==> src/rtl/serial_frame_scheduler.sv <==
// Serial frame scheduler.
// Four sources compete for one serial line, and a round-robin arbiter picks the winner.
// The winner's descriptor is latched and sent as a frame: start bit, port, len, then len data bits.
// The block then waits for the downstream Done (or a timeout) before it can grant again.
module serial_frame_scheduler (
  input  logic        clk,
  input  logic        rst,
  input  logic        clkEn,
  input  logic [3:0]  req,
  input  logic [83:0] desc,
  input  logic        Done,
  output logic        SerOut,
  output logic [3:0]  gnt,
  output logic [3:0]  ack,
  output logic        err,
  output logic        busy
);

  typedef enum logic [1:0] {S_IDLE, S_HDR, S_DATA, S_WAIT} state_t;

  localparam logic [4:0] WAIT_LAST = 5'd30;

  state_t      stateQ, stateD;
  logic [4:0]  cntQ, cntD;
  logic        serQ, serD;
  logic [3:0]  gntQ, gntD;
  logic [3:0]  ackQ, ackD;
  logic        errQ, errD;
  logic [1:0]  ptrQ, ptrD;
  logic [1:0]  ownQ, ownD;
  logic [20:0] descQ, descD;

  logic [20:0] descArr [4];
  logic [1:0]  winIdx;
  logic [1:0]  cand;
  logic        winFound;

  logic [1:0]  portF;
  logic [3:0]  lenF;
  logic [14:0] dataF;
  logic [5:0]  hdrBits;
  logic [2:0]  hdrIdx;
  logic [3:0]  dataIdx;

  assign {portF, lenF, dataF} = descQ;
  assign hdrBits = {portF, lenF};
  assign hdrIdx  = 3'd5 - cntQ[2:0];
  assign dataIdx = cntQ[3:0] - 4'd1;

  assign SerOut = serQ;
  assign gnt    = gntQ;
  assign ack    = ackQ;
  assign err    = errQ;
  assign busy   = (stateQ != S_IDLE);

  // Split the flat descriptor bus into one 21-bit word per source.
  always_comb begin
    for (int i = 0; i < 4; i++) begin
      descArr[i] = desc[21*i +: 21];
    end
  end

  // Round-robin search: the first requester at or after the pointer, ascending modulo 4.
  always_comb begin
    winIdx   = ptrQ;
    winFound = 1'b0;
    cand     = ptrQ;
    for (int k = 0; k < 4; k++) begin
      cand = ptrQ + k[1:0];
      if (!winFound && req[cand]) begin
        winIdx   = cand;
        winFound = 1'b1;
      end
    end
  end

  // Frame sequencing: cntQ is the header index, the remaining data-bit count, or the WAIT timer.
  always_comb begin
    stateD = stateQ;
    cntD   = cntQ;
    serD   = serQ;
    gntD   = gntQ;
    ackD   = 4'd0;
    errD   = 1'b0;
    ptrD   = ptrQ;
    ownD   = ownQ;
    descD  = descQ;
    case (stateQ)
      S_IDLE: begin
        if (clkEn && winFound) begin
          gntD   = 4'b0001 << winIdx;
          ownD   = winIdx;
          descD  = descArr[winIdx];
          serD   = 1'b0;
          cntD   = 5'd0;
          stateD = S_HDR;
        end
      end
      S_HDR: begin
        if (clkEn) begin
          if (cntQ == 5'd6) begin
            serD   = 1'b1;
            cntD   = 5'd0;
            stateD = S_WAIT;
          end else begin
            serD = hdrBits[hdrIdx];
            if (cntQ == 5'd5 && lenF != 4'd0) begin
              cntD   = {1'b0, lenF};
              stateD = S_DATA;
            end else begin
              cntD = cntQ + 5'd1;
            end
          end
        end
      end
      S_DATA: begin
        if (clkEn) begin
          if (cntQ == 5'd0) begin
            serD   = 1'b1;
            stateD = S_WAIT;
          end else begin
            serD = dataF[dataIdx];
            cntD = cntQ - 5'd1;
          end
        end
      end
      S_WAIT: begin
        if (Done) begin
          ackD   = gntQ;
          gntD   = 4'd0;
          ptrD   = ownQ + 2'd1;
          cntD   = 5'd0;
          stateD = S_IDLE;
        end else if (clkEn) begin
          if (cntQ == WAIT_LAST) begin
            errD   = 1'b1;
            gntD   = 4'd0;
            ptrD   = ownQ + 2'd1;
            cntD   = 5'd0;
            stateD = S_IDLE;
          end else begin
            cntD = cntQ + 5'd1;
          end
        end
      end
      default: begin
        stateD = S_IDLE;
      end
    endcase
  end

  // State register. Reset wins over clkEn and returns the line to idle.
  always_ff @(posedge clk) begin
    if (rst) begin
      stateQ <= S_IDLE;
      cntQ   <= 5'd0;
      serQ   <= 1'b1;
      gntQ   <= 4'd0;
      ackQ   <= 4'd0;
      errQ   <= 1'b0;
      ptrQ   <= 2'd0;
      ownQ   <= 2'd0;
      descQ  <= 21'd0;
    end else begin
      stateQ <= stateD;
      cntQ   <= cntD;
      serQ   <= serD;
      gntQ   <= gntD;
      ackQ   <= ackD;
      errQ   <= errD;
      ptrQ   <= ptrD;
      ownQ   <= ownD;
      descQ  <= descD;
    end
  end

endmodule

==> config.mk <==
export PLATFORM = sky130hd
export DESIGN_NAME = serial_frame_scheduler
export DESIGN_NICKNAME = d
export VERILOG_FILES = /design/src/rtl/serial_frame_scheduler.sv
export SDC_FILE = /design/constraint.sdc
export NUM_CORES = 1
export LEC_CHECK = 0
export ABC_CLOCK_PERIOD_IN_PS = 4500
export CAP_MARGIN = 40
export CORE_ASPECT_RATIO = 0.8
export CORE_MARGIN = 2
export CORE_UTILIZATION = 29
export CTS_BUF_LIST = sky130_fd_sc_hd__clkbuf_4
export DETAILED_ROUTE_END_ITERATION = 16
export PLACE_DENSITY = 0.56
export REMOVE_ABC_BUFFERS = 1
export SLEW_MARGIN = 40
export SYNTH_ARGS = -nofsm -noshare
export SYNTH_HDL_FRONTEND = slang
export SYNTH_SLANG_ARGS = --single-unit
export TNS_END_PERCENT = 100
==> constraint.sdc <==
create_clock -name clk -period 4.5 [get_ports clk]
set_input_delay 0.675 -clock clk [delete_from_list [all_inputs] [get_ports clk]]
set_output_delay 0.675 -clock clk [all_outputs]
set_load 0.005 [all_outputs]
==> flow_summary.json <==
{
  "syn2layout_area_growth_pct": 39.57,
  "drt_wl_total_mm": 8.833,
  "maxCapViolations": 0,
  "grt_first_pass_wirelength_mm": 13.90,
  "dp_cells": 570,
  "synth.cell_area_um2": 3042,
  "critPathArrivalTime_ns": 3.09,
  "antenna_diode_count": 0,
  "final_period_minus_worst_setup_slack_ns": 2.820,
  "post_drt_via_cell_ratio": 5.069,
  "layout-drive-gt1-share_pct": 13.64,
  "count_of_instances_resized_after_the_clock_tree_is_built": 0,
  "timing.final.crit_share_pct": 62.67,
  "reg2reg_depth": 8,
  "first_drt_iteration_drcs": 148,
  "max_slew.worst_pin.slew_ns": 0.7864,
  "worst-path-max-fanout": 22,
  "clkTransAtPathRegs_ns": 0.15,
  "crit_family": "buffers and inverters",
  "critical_path.cell_chain": "clkdlybuf4s50_1, nor2b_2, a21oi_1, o221ai_2, buf_4, mux2_2, a21oi_1, nor3_1",
  "critPathLaunchType": "input pin",
  "io-pin-count": 103,
  "cellLeakagePower_nw": 1.589,
  "finalHoldViolations": 0,
  "clock_skew_ns": 0.02169,
  "synth_seq_cells": 42,
  "worst_path_max_delay_cell": "sky130_fd_sc_hd__clkdlybuf4s50_1",
  "hold-path-cell-count": 2,
  "gr-total-overflow": 0,
  "async_flop_share_pct": 0,
  "finalSetupTns_ns": 0,
  "synth_sequential_area_ratio_pct": 27.64,
  "endpoint_kind": "register",
  "max-vdd-ir-drop_uv": 166.5,
  "grt_util_all_layers_pct": 15.22,
  "worst-setup-path-type": "input pin to register",
  "min_path_type": "register to register",
  "layoutNonFillerInstCount": 580,
  "setup_repair_after_global_routing_missed_its_margin": "false",
  "worst-r2r-setup-slack_ns": 1.72,
  "htreeDepth": 2,
  "routed-via-count": 2940,
  "final_net_count": 543,
  "fmax_mhz": 354.6,
  "worst-path-buf-inv": 2,
  "clock-root-buffer": "sky130_fd_sc_hd__clkbuf_4",
  "cts_buffers": 5,
  "nFillCells": 1104,
  "slew_viol_final": 0,
  "outcome": "completed",
  "maximum_buffer_depth_of_the_clock_tree": 2,
  "std_cell_rows": 33,
  "synthCells": 351,
  "antenna_found_initial": 0,
  "number_of_antenna_violating_nets_in_the_routed_design": 0,
  "hold_path.startpoint": "ownQ[1]",
  "initial_utilization_pct": 29.70,
  "gpl.final_weighted_congestion": 0.8525,
  "cts.hold.buffers_added": 0,
  "synthFlopType": "sky130_fd_sc_hd__dfxtp_1",
  "final-setup-viol-count": 0,
  "critPathMaxStageDelay_ns": 0.79,
  "design.core.area_um2": 10240,
  "synth_warnings": 0,
  "via_count_of_the_first_global_routing_pass": 2751,
  "cts_tree": "done",
  "drtPass1Iterations": 4,
  "floorplan.die_area_um2": 11330,
  "die_y_um": 95.60,
  "cts.sink_count": 42,
  "post-cts-setup-buffers": 0,
  "critical_path_required_ns": 4.77,
  "power_density_nw_per_um2": 386.8,
  "worst_reg2reg_path_startpoint": "cntQ[0]",
  "wl_per_cell_um": 15.23,
  "remaining_drc_errors": 0,
  "min_to": "ownQ[1]",
  "synth.avg_cell_area_um2": 8.666,
  "crit-reg2reg-capture": "SerOut",
  "synth_cell_type_count": 67,
  "grt_start_max_net_pins": 38,
  "port_buffers": 102,
  "synth_edf_count": 0,
  "insertion_delay_ns": 0.38,
  "timing.max_slew.rel_slack_pct": 47.02,
  "detailedPlacementHpwl_mm": 6.522,
  "timing.critical_path.mode_cell": "sky130_fd_sc_hd__a21oi_1",
  "die_w_um": 118.5
}
worst reg2reg max path, delay by kind of cell, from the launching register on:
family	cells	cell delay (ns)
buf+inv	1	0.15
flops	1	0.70
compound gates	3	0.37
mux	1	0.63
simple gates	1	0.09
fa+ha+maj	1	0.27
xor+xnor	1	0.48
final cells by class:
class / instances / area [um2] / area share [%]
multi-input cells: 271 / 2009 / 47.33
repair buffers: 107 / 1069 / 25.17
inverters: 12 / 45.04 / 1.061
well taps: 140 / 175.2 / 4.126
clock inverters: 3 / 68.82 / 1.621
flip-flops and latches: 42 / 840.8 / 19.81
clock buffers: 5 / 37.54 / 0.8842
report_power, final:
group	switching [mW]	internal, mW	total (mW)
clock network	0.139	0.174	0.313
registers	0.0753	0.458	0.533
logic	0.405	0.390	0.796
cells in the mapped netlist (7+ instances only):
cell | instances | share of area, %
sky130_fd_sc_hd__nand2_1 | 19 | 2.3
sky130_fd_sc_hd__a221o_2 | 10 | 3.7
sky130_fd_sc_hd__ha_1 | 12 | 4.9
sky130_fd_sc_hd__nor3_1 | 21 | 3.5
sky130_fd_sc_hd__nor2_1 | 46 | 5.7
sky130_fd_sc_hd__inv_1 | 12 | 1.5
sky130_fd_sc_hd__mux2i_1 | 7 | 2.3
sky130_fd_sc_hd__a221o_1 | 8 | 2.6
sky130_fd_sc_hd__buf_2 | 7 | 1.2
sky130_fd_sc_hd__o21ai_0 | 9 | 1.5
sky130_fd_sc_hd__mux2_2 | 18 | 6.7
sky130_fd_sc_hd__dfxtp_1 | 42 | 28
sky130_fd_sc_hd__clkbuf_1 | 9 | 1.1
sky130_fd_sc_hd__a21oi_1 | 33 | 5.4
per-layer routing:
metal  up-vias  wire length (um)  GRT usage (%)
met2        70              4050          24.81
met4         0               101          3.671
met5         -                 0              0
li1       1481                 -              -
met3        10               491          3.230
met1      1379              4189          20.70
kinds of logic (layout without fill, tap and decap cells):
family | Yosys count | after routing | share of synthesized area, %
muxes | 29 | 29 | 12.05
DFF | 42 | 42 | 27.64
buffers and inverters | 38 | 127 | 6.746
AOI/OAI and AO/OA | 107 | 107 | 28.34
adders and majority gates | 12 | 12 | 4.936
and+or+nand+nor | 120 | 120 | 19.42
xor gates and xnor gates | 3 | 3 | 0.8640
per-stage QoR:
| step | area, um2 | setup slack, ns | utilization [%] | total power [mW] | hold WS, ns |
|---|---|---|---|---|---|
| after floorplan | 2882 | 2.106 | - | 1.045 | 0.4435 |
| after global placement | 4104 | 1.295 | 40.08 | 1.323 | 0.4620 |
| after detailed placement | 4111 | 1.219 | 40.15 | 1.333 | 0.4738 |
| after CTS | 4218 | 1.634 | 41.19 | 1.646 | 0.4984 |
| after global routing | 4245 | 1.460 | 41.46 | 1.768 | 0.5211 |
| final | 4245 | 1.680 | 41.46 | 1.642 | 0.4919 |
sequential cells by signal, summed over array words and instances, names as in the netlist:
register and count:
SerOut 1, ack 4, cntQ 5, descQ 21, err 1, gnt 4
ownQ 2, ptrQ 2, stateQ 2
placed cells by master (no fill, tap or decap), drive strengths merged, types with 5 or more instances in the layout:
cell type,synthesis,routed
inv,12,12
a221o,18,18
clkdlybuf4s50,0,102
o21ai,11,11
dfxtp,42,42
a21oi,33,33
a22oi,5,5
a211oi,6,6
nor2b,5,5
mux2,18,18
or2,5,5
ha,12,12
nor3,22,22
mux2i,7,7
clkbuf,10,6
nand2,19,19
nor2,46,46
nand3,5,5
worst max-delay path by stage:
stage | start | slack [ns] | to | cells past startpoint
2_1_floorplan | req[0] | 2.11 | descQ[0] | 6
3_3_place_gp | req[0] | 1.30 | descQ[11] | 8
4_1_cts | req[2] | 1.63 | descQ[16] | 7
6_report | req[0] | 1.68 | descQ[11] | 8
5_1_grt | cntQ[0] | 1.46 | SerOut | 8
3_5_place_dp | req[2] | 1.22 | descQ[4] | 7
No activity file was read; power rests on OpenSTA's default activity.
